[config.mk]
export PLATFORM = sky130hd
export DESIGN_NAME = wave_playback_engine
export DESIGN_NICKNAME = d
export VERILOG_FILES = /design/src/rtl/wave_playback_engine.sv
export SDC_FILE = /design/constraint.sdc
export NUM_CORES = 1
export LEC_CHECK = 0
export CELL_PAD_IN_SITES_DETAIL_PLACEMENT = 0
export CELL_PAD_IN_SITES_GLOBAL_PLACEMENT = 1
export CORE_MARGIN = 4
export CORE_UTILIZATION = 37
export DETAILED_ROUTE_END_ITERATION = 8
export GPL_TIMING_DRIVEN = 1
export PLACE_DENSITY = 0.81
export SKIP_CTS_REPAIR_TIMING = 1
export SLEW_MARGIN = 20
export SYNTH_ARGS = -nofsm -noshare
export SYNTH_HDL_FRONTEND = slang
export SYNTH_SLANG_ARGS = --single-unit
[constraint.sdc]
create_clock -name clk_in -period 6.8 [get_ports clk_in]
set_input_delay 1.36 -clock clk_in [delete_from_list [all_inputs] [get_ports clk_in]]
set_output_delay 1.36 -clock clk_in [all_outputs]
set_load 0.02 [all_outputs]
[src/rtl/wave_playback_engine.sv]
// wave_playback_engine: per audio tick, advances one fractional phase accumulator per oscillator,
// drives the integer phase as the BRAM read address, waits out the two-cycle read latency, then
// sums the enabled oscillator samples serially into one mix word.
// Optional feature: define WAVE_PLAYBACK_SATURATE_EN to clamp the mix to the sample range.
module wave_playback_engine #(
  parameter int unsigned NUM_OSCILLATORS = 4,
  parameter int unsigned SAMPLE_WIDTH    = 16,
  parameter int unsigned WW_WIDTH        = 18,
  parameter int unsigned PHASE_FRAC      = 8,
  localparam int unsigned MIX_WIDTH      = SAMPLE_WIDTH + $clog2(NUM_OSCILLATORS)
) (
  input  logic                                                   clk_in,
  input  logic                                                   rst_in,
  input  logic                                                   sample_tick_in,
  input  logic [WW_WIDTH-1:0]                                    wave_width_in,
  input  logic                                                   reload_busy_in,
  input  logic [NUM_OSCILLATORS-1:0]                             osc_is_on_in,
  input  logic [NUM_OSCILLATORS-1:0][WW_WIDTH+PHASE_FRAC-1:0]    osc_inc_in,
  output logic [NUM_OSCILLATORS-1:0][WW_WIDTH-1:0]               osc_index_out,
  input  logic [NUM_OSCILLATORS-1:0][SAMPLE_WIDTH-1:0]           osc_data_in,
  output logic [MIX_WIDTH-1:0]                                   mix_out,
  output logic                                                   mix_valid_out,
  output logic                                                   overrun_out
);

  localparam int unsigned PhaseW = WW_WIDTH + PHASE_FRAC;
  localparam int unsigned CntW   = $clog2(NUM_OSCILLATORS);
  localparam int unsigned ExtW   = MIX_WIDTH - SAMPLE_WIDTH;

  typedef enum logic [2:0] {
    StIdle, StAdvance, StWait1, StWait2, StAccum, StOutput
  } state_e;

  state_e                                  state_q, state_d;
  logic [CntW-1:0]                         k_q, k_d;
  logic [MIX_WIDTH-1:0]                    acc_q, acc_d;
  logic [MIX_WIDTH-1:0]                    mix_q, mix_d;
  logic                                    overrun_q, overrun_d;
  logic [NUM_OSCILLATORS-1:0][PhaseW-1:0]  phase_q, phase_d;
  logic [NUM_OSCILLATORS-1:0][PhaseW-1:0]  phase_adv;

  // Final mix shaping applied when the accumulator is handed to the output.
  function automatic logic [MIX_WIDTH-1:0] finish_mix(input logic [MIX_WIDTH-1:0] a);
`ifdef WAVE_PLAYBACK_SATURATE_EN
    logic signed [MIX_WIDTH-1:0] sa, hi, lo;
    sa = $signed(a);
    hi = $signed({{(ExtW + 1){1'b0}}, {(SAMPLE_WIDTH - 1){1'b1}}});
    lo = $signed({{(ExtW + 1){1'b1}}, {(SAMPLE_WIDTH - 1){1'b0}}});
    if (sa > hi) begin
      return hi;
    end else if (sa < lo) begin
      return lo;
    end
    return a;
`else
    return a;
`endif
  endfunction

  // Candidate next phase per oscillator: add increment, wrap once, zero if still out of range.
  always_comb begin
    logic [PhaseW:0] sum;
    logic [PhaseW:0] lim;
    logic [PhaseW:0] wrapped;
    lim = {1'b0, wave_width_in, {PHASE_FRAC{1'b0}}};
    for (int i = 0; i < NUM_OSCILLATORS; i++) begin
      sum     = {1'b0, phase_q[i]} + {1'b0, osc_inc_in[i]};
      wrapped = sum - lim;
      if (wave_width_in == '0 || !osc_is_on_in[i]) begin
        phase_adv[i] = '0;
      end else if (sum < lim) begin
        phase_adv[i] = sum[PhaseW-1:0];
      end else if (wrapped < lim) begin
        phase_adv[i] = wrapped[PhaseW-1:0];
      end else begin
        phase_adv[i] = '0;
      end
    end
  end

  // Next-state logic for the sequencer, phases, accumulator and mix register.
  always_comb begin
    state_d   = state_q;
    k_d       = k_q;
    acc_d     = acc_q;
    mix_d     = mix_q;
    overrun_d = overrun_q;
    phase_d   = phase_q;
    if (sample_tick_in && state_q != StIdle) begin
      overrun_d = 1'b1;
    end
    unique case (state_q)
      StIdle: begin
        if (sample_tick_in) begin
          state_d = StAdvance;
        end
      end
      StAdvance: begin
        phase_d = phase_adv;
        acc_d   = '0;
        k_d     = '0;
        state_d = StWait1;
      end
      StWait1: state_d = StWait2;
      StWait2: state_d = StAccum;
      StAccum: begin
        if (osc_is_on_in[k_q] && !reload_busy_in) begin
          acc_d = acc_q + {{ExtW{osc_data_in[k_q][SAMPLE_WIDTH-1]}}, osc_data_in[k_q]};
        end
        k_d = k_q + 1'b1;
        if (k_q == CntW'(NUM_OSCILLATORS - 1)) begin
          // Load the mix register here so it is already valid during OUTPUT.
          mix_d   = finish_mix(acc_d);
          state_d = StOutput;
        end
      end
      StOutput: state_d = StIdle;
      default:  state_d = StIdle;
    endcase
  end

  // State registers with synchronous reset; reset aborts any tick in flight.
  always_ff @(posedge clk_in) begin
    if (rst_in) begin
      state_q   <= StIdle;
      k_q       <= '0;
      acc_q     <= '0;
      mix_q     <= '0;
      overrun_q <= 1'b0;
      phase_q   <= '0;
    end else begin
      state_q   <= state_d;
      k_q       <= k_d;
      acc_q     <= acc_d;
      mix_q     <= mix_d;
      overrun_q <= overrun_d;
      phase_q   <= phase_d;
    end
  end

  // Output decode: integer phase as BRAM address, strobe during OUTPUT.
  always_comb begin
    for (int i = 0; i < NUM_OSCILLATORS; i++) begin
      osc_index_out[i] = phase_q[i][PhaseW-1:PHASE_FRAC];
    end
    mix_out       = mix_q;
    mix_valid_out = (state_q == StOutput);
    overrun_out   = overrun_q;
  end

endmodule

==> Yosys cells after proc, flatten, opt, wreduce, memory -nomap -nowiden <==
Index checks and enable logic that the tools add are counted.
{ "totals": {"register_bits": 146, "input_bits": 194, "word_cells": 75} }
{ "classes": {"addsub": 10, "n_lt_le_gt_ge": 9, "eq_ne": 8, "muxes": 22, "reduce_logical": 17} }
{ "ops": {"columns": ["op", "n"], "rows": [
  ["$mux W26", 12],
  ["$lt A27 B26 Y1", 8],
  ["$add A26 B26 Y27", 4],
  ["$sub A27 B26 Y27", 4],
  ["$pmux W18 S2", 1],
  ["$bmux W16 S2", 1],
  ["$add A18 B18 Y18", 1],
  ["$logic_not A18 Y1", 1],
  ["$mux W18", 1],
  ["$mux W16", 1],
  ["$pmux W3 S5", 1],
  ["$eq A3 B2 Y1 const B", 2],
  ["$eq A3 B3 Y1 const B", 2],
  ["$mux W3", 2],
  ["$logic_not A1 Y1", 5],
  ["$logic_or A1 B1 Y1", 4],
  ["$ne A2 B2 Y1 const B", 2],
  ["$pmux W2 S2", 1],
  ["$reduce_and A2 Y1", 2],
  ["$eq A3 B1 Y1 const B", 1],
  ["$logic_not A3 Y1", 1],
  ["$lt A2 B3 Y1 const B", 1],
  ["$reduce_bool A3 Y1", 1],
  ["$add A2 B1 Y2 const B", 1],
  ["5 further kinds", 6]
]} }

==> Logic depth before layout (Yosys ltp) <==
{ "logic_depth": {"word_depth": 6, "ltp_mapped": 32} }

==> Least setup slack after synthesis <==
No wires, ideal clock.
{ "synth_path": {"kind": "input -> register", "startpoint": "input osc_inc_in[52] in the netlist's numbering", "endpoint": "register phase_q (netlist bit osc_index_out[42])", "setup_ps": 65, "arrival_ps": 6858, "required_time_ps": 6735, "setup_slack_ps": -123, "stages": 27, "n_path_buf": 2, "path_cell_list": "ha_1 > inv_1 > fa_1 > nand2b_1 > a211o_1 > a211oi_1 > nor2_1 > o311ai_0 > a21oi_1 > xnor2_1 > ha_1 > a21o_1 > a21o_1 > o21ai_0 > o211ai_1 > a21oi_1 > xnor2_1 > ha_1 > a2111o_1 > a211oi_1 > a21oi_1 > or4b_1 > nand3_2 > buf_6 > buf_8 > a22oi_2 > nor2_2"} }
{ "synth_between": {"elab_chain_len": 6, "elab_cells_between_ends": 7, "classes_between": "2 x add/sub; 2 x order compare; 3 x mux"} }
{ "synth_rtl": {"columns": ["element", "line_no", "source"], "rows": [
  ["from (decl)", "18", "input logic [NUM_OSCILLATORS-1:0][WW_WIDTH+PHASE_FRAC-1:0] osc_inc_in,"],
  ["$add A26 B26 Y27 (*)", "67", "sum = {1'b0, phase_q[i]} + {1'b0, osc_inc_in[i]};"],
  ["$sub A27 B26 Y27", "68", "wrapped = sum - lim;"],
  ["$lt A27 B26 Y1", "73", "end else if (wrapped < lim) begin"],
  ["$mux W26", "73", null],
  ["$mux W26 (*)", "71", "end else if (sum < lim) begin"],
  ["$mux W26 (*)", "69", "if (wave_width_in == '0 || !osc_is_on_in[i]) begin"],
  ["to (signal assigned)", "137", "phase_q <= phase_d;"],
  ["to (decl)", "39", "logic [NUM_OSCILLATORS-1:0][PhaseW-1:0] phase_q, phase_d;"]
]} }
Every way passes the cells marked *; elsewhere a longest branch is shown, timed or not.
A chain may end at the register's enable or synchronous reset.

==> Worst setup path in the final report <==
{ "layout_path": {"startpoint": "input osc_inc_in[0] in the netlist's numbering", "endpoint": "register phase_q (netlist bit osc_index_out[12])"} }
The elaborated chain is that of the path after synthesis.

==> summary.md <==
| Metric | Value |
|---|---|
| Status | completed |
| Fin Clk Skew | between 15 and 20 ps |
| Sequential area share after synthesis | 17.0% |
| Place WS | -1220 ps |
| Post-synthesis register bit count | around 150 |
| CTS root buf | clkbuf_16 |
| Cells after Synth | 2,064 |
| Pwr dens | 209 mW/mm2 |
| Worst EP arrival | 7150 ps |
| Buffer depth of the longest clock path | 2 |
| Drt via density | 5.50 |
| Leakage | approximately 12 nW |
| Critical R2R Launch | phase_q[0] |
| Final slew viol count | 0 |
| Fmax achieved | 148 MHz |
| Total power | 0.00531 W |
| Number of nets with antenna violations after routing | 0 |
| Total CTS buffers | 17 |
| Worst IR Drop VDD | 0.215 mV |
| Hold Path Class | reg -> reg |
| Period minus WS final | 6740 ps |
| Worst skew pair latency | 500 ps |
| IO Pins | between 200 and 300 |
| Worst-path fanout max | 7 |
| Starting Density | 37.6% |
| R2R setup slack | 540 ps |
| Initial DRC Count | about 1,100 |
| Initial antenna violation count | 5 |
| Final WL | 62,300 um |
| Worst hold slack | 462 ps |
| Port bufs | 285 |
| Die area | approximately 0.05 mm2 |
| Most frequent cell after synthesis | ha_1 |
| Slew Limit Headroom | roughly 45% |
| CP startpoint | osc_inc_in[0] |
| Drt first pass iters | 6 |
| Max stage delay on crit path | 470 ps |
| Design area | 0.0254 mm2 |
| Crit-path slowest cell | a2111o_1 |
| RD Place Congestion | 0.896 |
| Main synth FF type | dfxtp_1 |
| WHS Path Cells | 2 |
| Worst setup margin | around 65 ps |
| First-pass GRT wire length | 92,400 um |
| Startpoint class of the critical path | input port |
| Final setup viols | 0 |
| Synth area leaders | ha_1 (19%), dfxtp_1 (17%), xnor2_1 (5.7%), a21oi_1 (4.8%), nor2_1 (4.0%) |
| TritonCTS clock tree | yes |
| Critical path required time | 7210 ps |
| FFs w/ async S/R, synth | 0% |
| Synthesized cell area | 0.0172 mm2 |
| Most frequent cells after synthesis | ha_1 (266), nor2_1 (182), a21oi_1 (164), dfxtp_1 (146), xnor2_1 (112) |
| Largest area contributor in the netlist | ha_1 |
| # clock sinks | between 100 and 150 |
| Site Rows | between 70 and 80 |
| Vias in the first global route | roughly 18,000 |
| Hold violation count in the final report | 0 |
| Area after DPL | about 0.023 mm2 |
| Layout net count | 3,159 |
| Total grt overflow | 0 |
| Max Cap Viol | 0 |
| Crit end category | flop |
| Core area | roughly 0.046 mm2 |
| RSZ-0062 raised after global routing | yes |
| Yosys warnings | 0 |
| Die Span X | 223 um |
| Setup Crit Path Kind | in -> reg |
| DRC viols | 0 |
| Reg2Reg Depth | 28 |
| Via count | 18,187 |
| WL/cell | ~19 um |
| Crit path to | osc_index_out[12] |
| Final worst-path cycle share | 99.0% |
| Worst slew pin tran | approximately 820 ps |
| Largest net degree at the start of global routing | 67 |
| FF-to-FF End | osc_index_out[12] |
| EDFF count, synth | 0 |
| Mapped Avg Cell Area | 8.32 um2 |
| Die height | 223 um |
| Htree depth | 4 |
| P&R area growth vs syn | 47.8% |
| Syn Nets | 2,533 |
| Tot GR Track Use | 22.9% |
| Post-synth cell types | 87 |
| Layout cells sized above 1 | about 28% |
| Area share of the leading cell type in the synthesized netlist | 19.4% |
| DPL Wire Length | 47,500 um |
| Worst-path clk slew | 70 ps |
==> cell type report <==
cell class	count	area, um2
multi-input combinational	1711	14400
inverter	80	300
clock buffer	18	439
timing repair buffer	734	6420
tap	600	751
sequential	146	2920
clock inverter	14	136
antenna	3	7.51
fill	4165	20300
==> logic make-up (layout without fill, tap and decap cells) <==
group | count (synthesis) | count (layout) | share of synthesized area (%)
buf+inv | 207 | 846 | 6.36
fa+ha+maj | 275 | 275 | 20.4
xor+xnor | 156 | 156 | 7.95
simple gates | 523 | 523 | 14.9
mux | 56 | 56 | 4.59
compound gates | 701 | 701 | 28.8
other cells | 0 | 3 | 0
flops | 146 | 146 | 17.0
==> registers in the layout (all words and copies together), names as in the netlist <==
name and flops:
osc_index_out 72, phase_q 32, acc_q 18, mix_out 18
state_q 3, k_q 2, overrun_out 1
==> worst min-delay path by stage <==
stage                from  slack, ps         end
3_3_place_gp   mix_out[5]        450  mix_out[5]
3_5_place_dp   phase_q[4]        450  phase_q[4]
5_1_grt        mix_out[2]        480  mix_out[2]
2_1_floorplan  phase_q[4]        440  phase_q[4]
4_1_cts        phase_q[4]        460  phase_q[4]
6_report       mix_out[6]        460  mix_out[6]
==> metal layers <==
| metal | wire length [um] | global-route usage (%) | share of wire, % | vias to the layer above |
|---|---|---|---|---|
| li1 | - | - | - | 8921 |
| met1 | 27300 | 28.8 | 44 | 8722 |
| met2 | 30500 | 39.8 | 49 | 441 |
| met3 | 2850 | 4.00 | 4.6 | 99 |
| met4 | 1660 | 7.64 | 2.7 | 4 |
| met5 | 25 | 0 | 0.040 | - |
==> through the flow <==
step	utilization [%]	std cells	TNS, ps
CTS	51.8	3253	-32660
floorplan	-	2064	0
detailed placement	50.6	3221	-86450
global route	55.6	3305	-4960
global placement	50.6	3221	-65810
finish	55.6	3306	0
==> layout by cell type (no fill, tap or decap), types with 24 or more instances in the layout <==
cell type,netlist,layout
a21oi_2,2,26
o21a_1,53,53
nand2_1,102,99
ha_1,266,237
a21o_1,76,76
nor2_2,10,25
a22o_1,33,33
nand2b_1,35,32
dfxtp_1,146,146
nor2b_1,38,28
mux2i_1,27,26
clkdlybuf4s50_1,0,259
xnor2_1,112,95
xor2_1,44,41
a22oi_1,32,32
nand3_1,30,30
a21oi_1,164,137
inv_1,80,76
nor2_1,182,165
o21ai_0,87,63
nor3_1,29,27
buf_4,73,433
dlymetal6s2s_1,0,24
==> worst max-delay path, delay by kind of cell <==
kind / cells / cell delay, ps
XOR/XNOR: 2 / 420
adder cells (fa/ha/maj): 4 / 1120
AND/OR/NAND/NOR: 4 / 420
AO/OA/AOI/OAI: 15 / 3360
buffers and inverters: 4 / 450
==> report_power, final <==
| part | total (W) | internal (W) | switching (W) |
|---|---|---|---|
| logic | 0.00338 | 0.00176 | 0.00163 |
| clock network | 0.000972 | 0.000493 | 0.000479 |
| registers | 0.000954 | 0.000901 | 0.0000527 |
(Power assumes the default switching activity.)
